===== config.mk =====
export PLATFORM = sky130hd
export DESIGN_NAME = button_event_parser
export DESIGN_NICKNAME = d
export VERILOG_FILES = /design/src/rtl/button_pkg.sv /design/src/rtl/button_event_fsm.sv /design/src/rtl/button_event_parser.sv
export SDC_FILE = /design/constraint.sdc
export NUM_CORES = 1
export LEC_CHECK = 0
export ABC_AREA = 1
export CORE_ASPECT_RATIO = 0.75
export CORE_MARGIN = 1.5
export CORE_UTILIZATION = 40
export CTS_CLUSTER_SIZE = 10
export DETAILED_ROUTE_END_ITERATION = 8
export SYNTH_ARGS = -nofsm -noshare
export SYNTH_HDL_FRONTEND = slang
export SYNTH_HIERARCHICAL = 1
export SYNTH_SLANG_ARGS = --single-unit
export TNS_END_PERCENT = 5

===== constraint.sdc =====
create_clock -name clk -period 2.2 [get_ports clk]
set_clock_uncertainty 0.2 [all_clocks]
set_input_delay 0.55 -clock clk [delete_from_list [all_inputs] [get_ports clk]]
set_output_delay 0.55 -clock clk [all_outputs]
set_load 0.03 [all_outputs]

===== src/rtl/button_pkg.sv =====
// Shared types and helpers for the button event parser: FSM state encoding and counter widths.
// Latency: n/a. No backpressure: definitions only.
package button_pkg;

  typedef enum logic [1:0] {
    IDLE    = 2'd0,
    PRESSED = 2'd1,
    LONG    = 2'd2,
    HOLD    = 2'd3
  } btn_state_t;

  // Bits needed to hold 0..max(a,b)-1, never less than one bit.
  function automatic int cnt_width(input int a, input int b);
    int m;
    m = (a > b) ? a : b;
    return (m <= 1) ? 1 : $clog2(m);
  endfunction

endpackage


===== src/rtl/button_event_fsm.sv =====
// One button: edge detect plus press/long/repeat hold FSM driven by a shared tick.
// Latency: 1 cycle from sampled level to pulse. No backpressure: pulses are fire-and-forget.
module button_event_fsm
  import button_pkg::*;
#(
  parameter int LONG_TICKS   = 500,
  parameter int REPEAT_TICKS = 100,
  parameter int REPEAT_EN    = 1
) (
  input  logic clk,
  input  logic rst,
  input  logic tick,
  input  logic level,
  output logic press_pulse,
  output logic release_pulse,
  output logic long_pulse,
  output logic repeat_pulse,
  output logic held,
  output logic long_held
);

  localparam int CW = cnt_width(LONG_TICKS, REPEAT_TICKS);
  localparam logic [CW-1:0] LONG_LAST = CW'(LONG_TICKS - 1);
  localparam logic [CW-1:0] REP_LAST  = CW'(REPEAT_TICKS - 1);

  btn_state_t    state_q, state_d;
  logic [CW-1:0] hold_cnt_q, hold_cnt_d;
  logic          prev_q, prev_d;
  logic          press_q, press_d;
  logic          release_q, release_d;
  logic          long_q, long_d;
  logic          repeat_q, repeat_d;
  logic          rise, fall;

  assign rise = level & ~prev_q;
  assign fall = ~level & prev_q;

  always_comb begin
    state_d    = state_q;
    hold_cnt_d = hold_cnt_q;
    prev_d     = level;
    press_d    = 1'b0;
    release_d  = 1'b0;
    long_d     = 1'b0;
    repeat_d   = 1'b0;

    // Release wins over a coincident tick, so no long/repeat fires on the release cycle.
    if (state_q != IDLE && fall) begin
      release_d  = 1'b1;
      state_d    = IDLE;
      hold_cnt_d = '0;
    end else begin
      case (state_q)
        IDLE: begin
          if (rise) begin
            press_d    = 1'b1;
            state_d    = PRESSED;
            hold_cnt_d = '0;
          end
        end
        PRESSED: begin
          if (tick) begin
            if (hold_cnt_q == LONG_LAST) begin
              long_d     = 1'b1;
              hold_cnt_d = '0;
              state_d    = (REPEAT_EN != 0) ? LONG : HOLD;
            end else begin
              hold_cnt_d = hold_cnt_q + CW'(1);
            end
          end
        end
        LONG: begin
          if (tick) begin
            if (hold_cnt_q == REP_LAST) begin
              repeat_d   = (REPEAT_EN != 0);
              hold_cnt_d = '0;
            end else begin
              hold_cnt_d = hold_cnt_q + CW'(1);
            end
          end
        end
        HOLD: begin
          state_d = HOLD;
        end
        default: begin
          state_d    = IDLE;
          hold_cnt_d = '0;
        end
      endcase
    end
  end

  always_ff @(posedge clk) begin
    if (rst) begin
      state_q    <= IDLE;
      hold_cnt_q <= '0;
      prev_q     <= 1'b0;
      press_q    <= 1'b0;
      release_q  <= 1'b0;
      long_q     <= 1'b0;
      repeat_q   <= 1'b0;
    end else begin
      state_q    <= state_d;
      hold_cnt_q <= hold_cnt_d;
      prev_q     <= prev_d;
      press_q    <= press_d;
      release_q  <= release_d;
      long_q     <= long_d;
      repeat_q   <= repeat_d;
    end
  end

  assign press_pulse   = press_q;
  assign release_pulse = release_q;
  assign long_pulse    = long_q;
  assign repeat_pulse  = repeat_q;
  assign held          = (state_q != IDLE);
  assign long_held     = (state_q == LONG) || (state_q == HOLD);

endmodule


===== src/rtl/button_event_parser.sv =====
// Turns debounced button levels into press/release/long/repeat pulses; one shared hold-timing prescaler.
// Latency: 1 cycle from sampled level to pulse. No backpressure: pulses are fire-and-forget.
module button_event_parser
  import button_pkg::*;
#(
  parameter int WIDTH        = 1,
  parameter int TICK_CNT_MAX = 125000,
  parameter int LONG_TICKS   = 500,
  parameter int REPEAT_TICKS = 100,
  parameter int REPEAT_EN    = 1
) (
  input  logic             clk,
  input  logic             rst,
  input  logic [WIDTH-1:0] button_level,
  output logic [WIDTH-1:0] press_pulse,
  output logic [WIDTH-1:0] release_pulse,
  output logic [WIDTH-1:0] long_pulse,
  output logic [WIDTH-1:0] repeat_pulse,
  output logic [WIDTH-1:0] held,
  output logic [WIDTH-1:0] long_held
);

  localparam int TW = cnt_width(TICK_CNT_MAX, 1);
  localparam logic [TW-1:0] TICK_LAST = TW'(TICK_CNT_MAX - 1);

  logic [TW-1:0] tick_cnt_q, tick_cnt_d;
  logic          tick;

  assign tick = (tick_cnt_q == TICK_LAST);

  always_comb begin
    tick_cnt_d = tick ? '0 : tick_cnt_q + TW'(1);
  end

  always_ff @(posedge clk) begin
    if (rst) begin
      tick_cnt_q <= '0;
    end else begin
      tick_cnt_q <= tick_cnt_d;
    end
  end

  for (genvar i = 0; i < WIDTH; i++) begin : g_btn
    button_event_fsm #(
      .LONG_TICKS  (LONG_TICKS),
      .REPEAT_TICKS(REPEAT_TICKS),
      .REPEAT_EN   (REPEAT_EN)
    ) u_fsm (
      .clk          (clk),
      .rst          (rst),
      .tick         (tick),
      .level        (button_level[i]),
      .press_pulse  (press_pulse[i]),
      .release_pulse(release_pulse[i]),
      .long_pulse   (long_pulse[i]),
      .repeat_pulse (repeat_pulse[i]),
      .held         (held[i]),
      .long_held    (long_held[i])
    );
  end

endmodule


==> impl_metrics.tcl <==
set metrics [dict create \
    syn_nets 289 \
    synth.top_cell.area_share_pct 35.2 \
    root_buffer "clkbuf_8" \
    n_antenna_cell 0 \
    crit_chain "inv_1, ha_1, inv_1, nand2_1, buf_4" \
    layout_common_cells "nand2_1 (67), nor2_1 (49), inv_1 (35), dfxtp_1 (33), nand3_1 (21)" \
    dp.cells 347 \
    rows 21 \
    initial_core_util_pct 41.7 \
    cts_buffers 5 \
    max_stage_delay_ns 0.39 \
    drive_gt1_share_pct 14.4 \
    outcome "completed" \
    grt_pass1_wl_mm 6.62 \
    final_common_cell "nand2_1" \
    place_area_sq_um 2050 \
    cts.sinks 33 \
    setup_viol 0 \
    synthFlopType "dfxtp_1" \
    stdcell_count 355 \
    powerDensity_nw_per_um2 869 \
    finalMaxSlewViolations 0 \
    viasPerCell 4.66 \
    path_clk_slew_ns 0.07 \
    crit_buf_inv 3 \
    postLayoutCoreUtil_pct 47.6 \
    track_usage_pct 16.7 \
    antenna_found_initial 0 \
    path_max_fanout 4 \
    fin_setup_tns_ns 0 \
    synth.avg_cell_area_sq_um 6.77 \
    gp_congestion 0.833 \
    area_delta_synth_final_pct 14.0 \
    wl_mm 3.78 \
    critPathSlowestCell "dfxtp_1" \
    rsz0062_at_grt "false" \
    relSlewSlack_pct 77.3 \
    nets 309 \
    worstSetupStartpointType "flop" \
    hold_viol 0 \
    yosys_warnings 6 \
    ys_seq_area_share_pct 35.2 \
    maxCapViolCount 0 \
    leakage_nw 0.911 \
    cts_max_level 2 \
    synth_area_sq_um 1870 \
    finalCritPeriodShare_pct 95.4 \
    grt_pass1_vias 1511 \
    min_from "tick_cnt_q[16]" \
    worst_slew_pin_slew_ns 0.337 \
    synth_top_area_cell "dfxtp_1" \
    stdcell_area_sq_um 2140 \
    ios 9 \
    regToRegStartpoint "tick_cnt_q[1]" \
    coreArea_sq_um 4490 \
    vias 1654 \
    die_x_microns 82.0 \
    clk_path_buf_depth 2 \
    cp-end-kind "output port" \
    crit_family "flip-flops" \
    post-cts-setup-buffers 0 \
    place_hpwl_mm 2.95 \
    portBuffers 8 \
    tritoncts "yes" \
    drc 0 \
    grt_max_degree 16 \
    synth_area_leaders "dfxtp_1 (35%), nand2_1 (13%), nor2_1 (9.8%)" \
    synth-seq-cells 33 \
    syn_inst 277 \
    async_reset_ff_share_pct 0 \
    ctsResizeCount 0 \
    cp.required_ns 1.45 \
    fp.dieH_microns 62.3 \
    path_class "flop to output port" \
    ant_nets 0 \
    critPathLaunch "g_btn[0].u_fsm/state_q[0]" \
    worst_hold_path_type "flop to flop" \
    critPathArrivalTime_ns 1.35 \
    die-area_sq_um 5110 \
    final.fill_count 462 \
    first_iter_violations 106 \
    ir_worst_vdd_mv 0.447 \
    insertion_delay_ns 0.28 \
    synth.distinct_cells 28 \
    wl_per_cell_microns 10.6 \
    synth_edf_count 0 \
    period_needed_ns 2.10 \
    crit_top_cell "inv_1" \
    cts_hold_buf 0 \
    worst_slack_ns 0.101 \
    pre_cts_ws_ns 0.0507 \
    max_freq_ghz 0.476 \
    grt_overflow 0 \
    dr.pass1.iters 4 \
]
Yosys cell counts, types with 4 or more instances:
library cell,count
inv_1,35
ha_1,9
nand3_1,21
inv_2,7
dfxtp_1,33
nor2_2,4
nor2_1,49
nand2_2,7
a21oi_1,10
xor2_1,4
nand2_1,67
path summary, 6_finish.rpt:
| check | endpoint | slack [ns] | cells past startpoint |
|---|---|---|---|
| worst max-delay path | long_held | 0.10 | 5 |
| worst min-delay path | tick_cnt_q[16] | 0.28 | 2 |
| worst max register to register | g_btn[0].u_fsm/hold_cnt_q[4] | 0.17 | 16 |
| worst min register to register | tick_cnt_q[16] | 0.28 | 2 |
stage by stage:
stage	hold WS, ns	total power [W]
after global placement	0.269	0.00143
after global routing	0.320	0.00199
after CTS	0.285	0.00188
after detailed placement	0.273	0.00144
final	0.279	0.00186
after floorplan	0.233	0.00125
metal layers:
metal	vias to the layer above	global-route usage (%)	part of all wire, %
met5	-	0	0
met4	0	5.30	1.0
met3	5	4.85	4.8
met2	26	21.4	38
met1	730	26.1	57
li1	893	-	-
worst reg2reg max path, cell delays in order, from the launching register on:
cell	delay, ns
dfxtp_1	0.36
ha_1	0.15
nand2_1	0.08
inv_1	0.06
nand2_1	0.05
nor2_1	0.12
nand2_2	0.07
inv_1	0.11
nor2_2	0.07
a21oi_4	0.20
nand2_4	0.13
inv_2	0.11
nand2_1	0.06
nand2_1	0.06
nor2_1	0.04
nand2_1	0.05
inv_1	0.03
power breakdown:
group / switching [W] / leakage (nW) / internal (W) / total (W)
Combinational: 0.000523 / 0.598 / 0.000241 / 0.000764
Clock: 0.000215 / 0.0450 / 0.000219 / 0.000434
Sequential: 0.0000296 / 0.267 / 0.000630 / 0.000659
Total: 0.000767 / 0.911 / 0.00109 / 0.00186
flip-flops by register name, summed over array words and instances (netlist names):
name / flops
g_btn.u_fsm/state_q: 2
g_btn.u_fsm/press_pulse: 1
tick_cnt_q: 17
g_btn.u_fsm/prev_q: 1
g_btn.u_fsm/hold_cnt_q: 9
g_btn.u_fsm/repeat_pulse: 1
g_btn.u_fsm/release_pulse: 1
g_btn.u_fsm/long_pulse: 1
kinds of logic (layout without fill, tap and decap cells):
kind of cell,after synthesis,in the layout,share of synthesized area [%]
buffers and inverters,43,64,9.01
flip-flops,33,33,35.2
adder cells (fa/ha/maj),9,9,6.01
AND/OR/NAND/NOR,164,164,39.5
XOR/XNOR,7,7,3.27
AO/OA/AOI/OAI,21,21,6.94
cell type report:
type | count | area, sq um | share of cell area, %
clock buffers | 6 | 72.6 | 3.40
clock inverters | 2 | 10.0 | 0.468
inverters | 42 | 158 | 7.38
multi-input cells | 201 | 1040 | 48.9
flip-flops and latches | 33 | 661 | 30.9
well taps | 57 | 71.3 | 3.34
repair buffers | 14 | 120 | 5.62
Power figures use the tool's default switching activity.
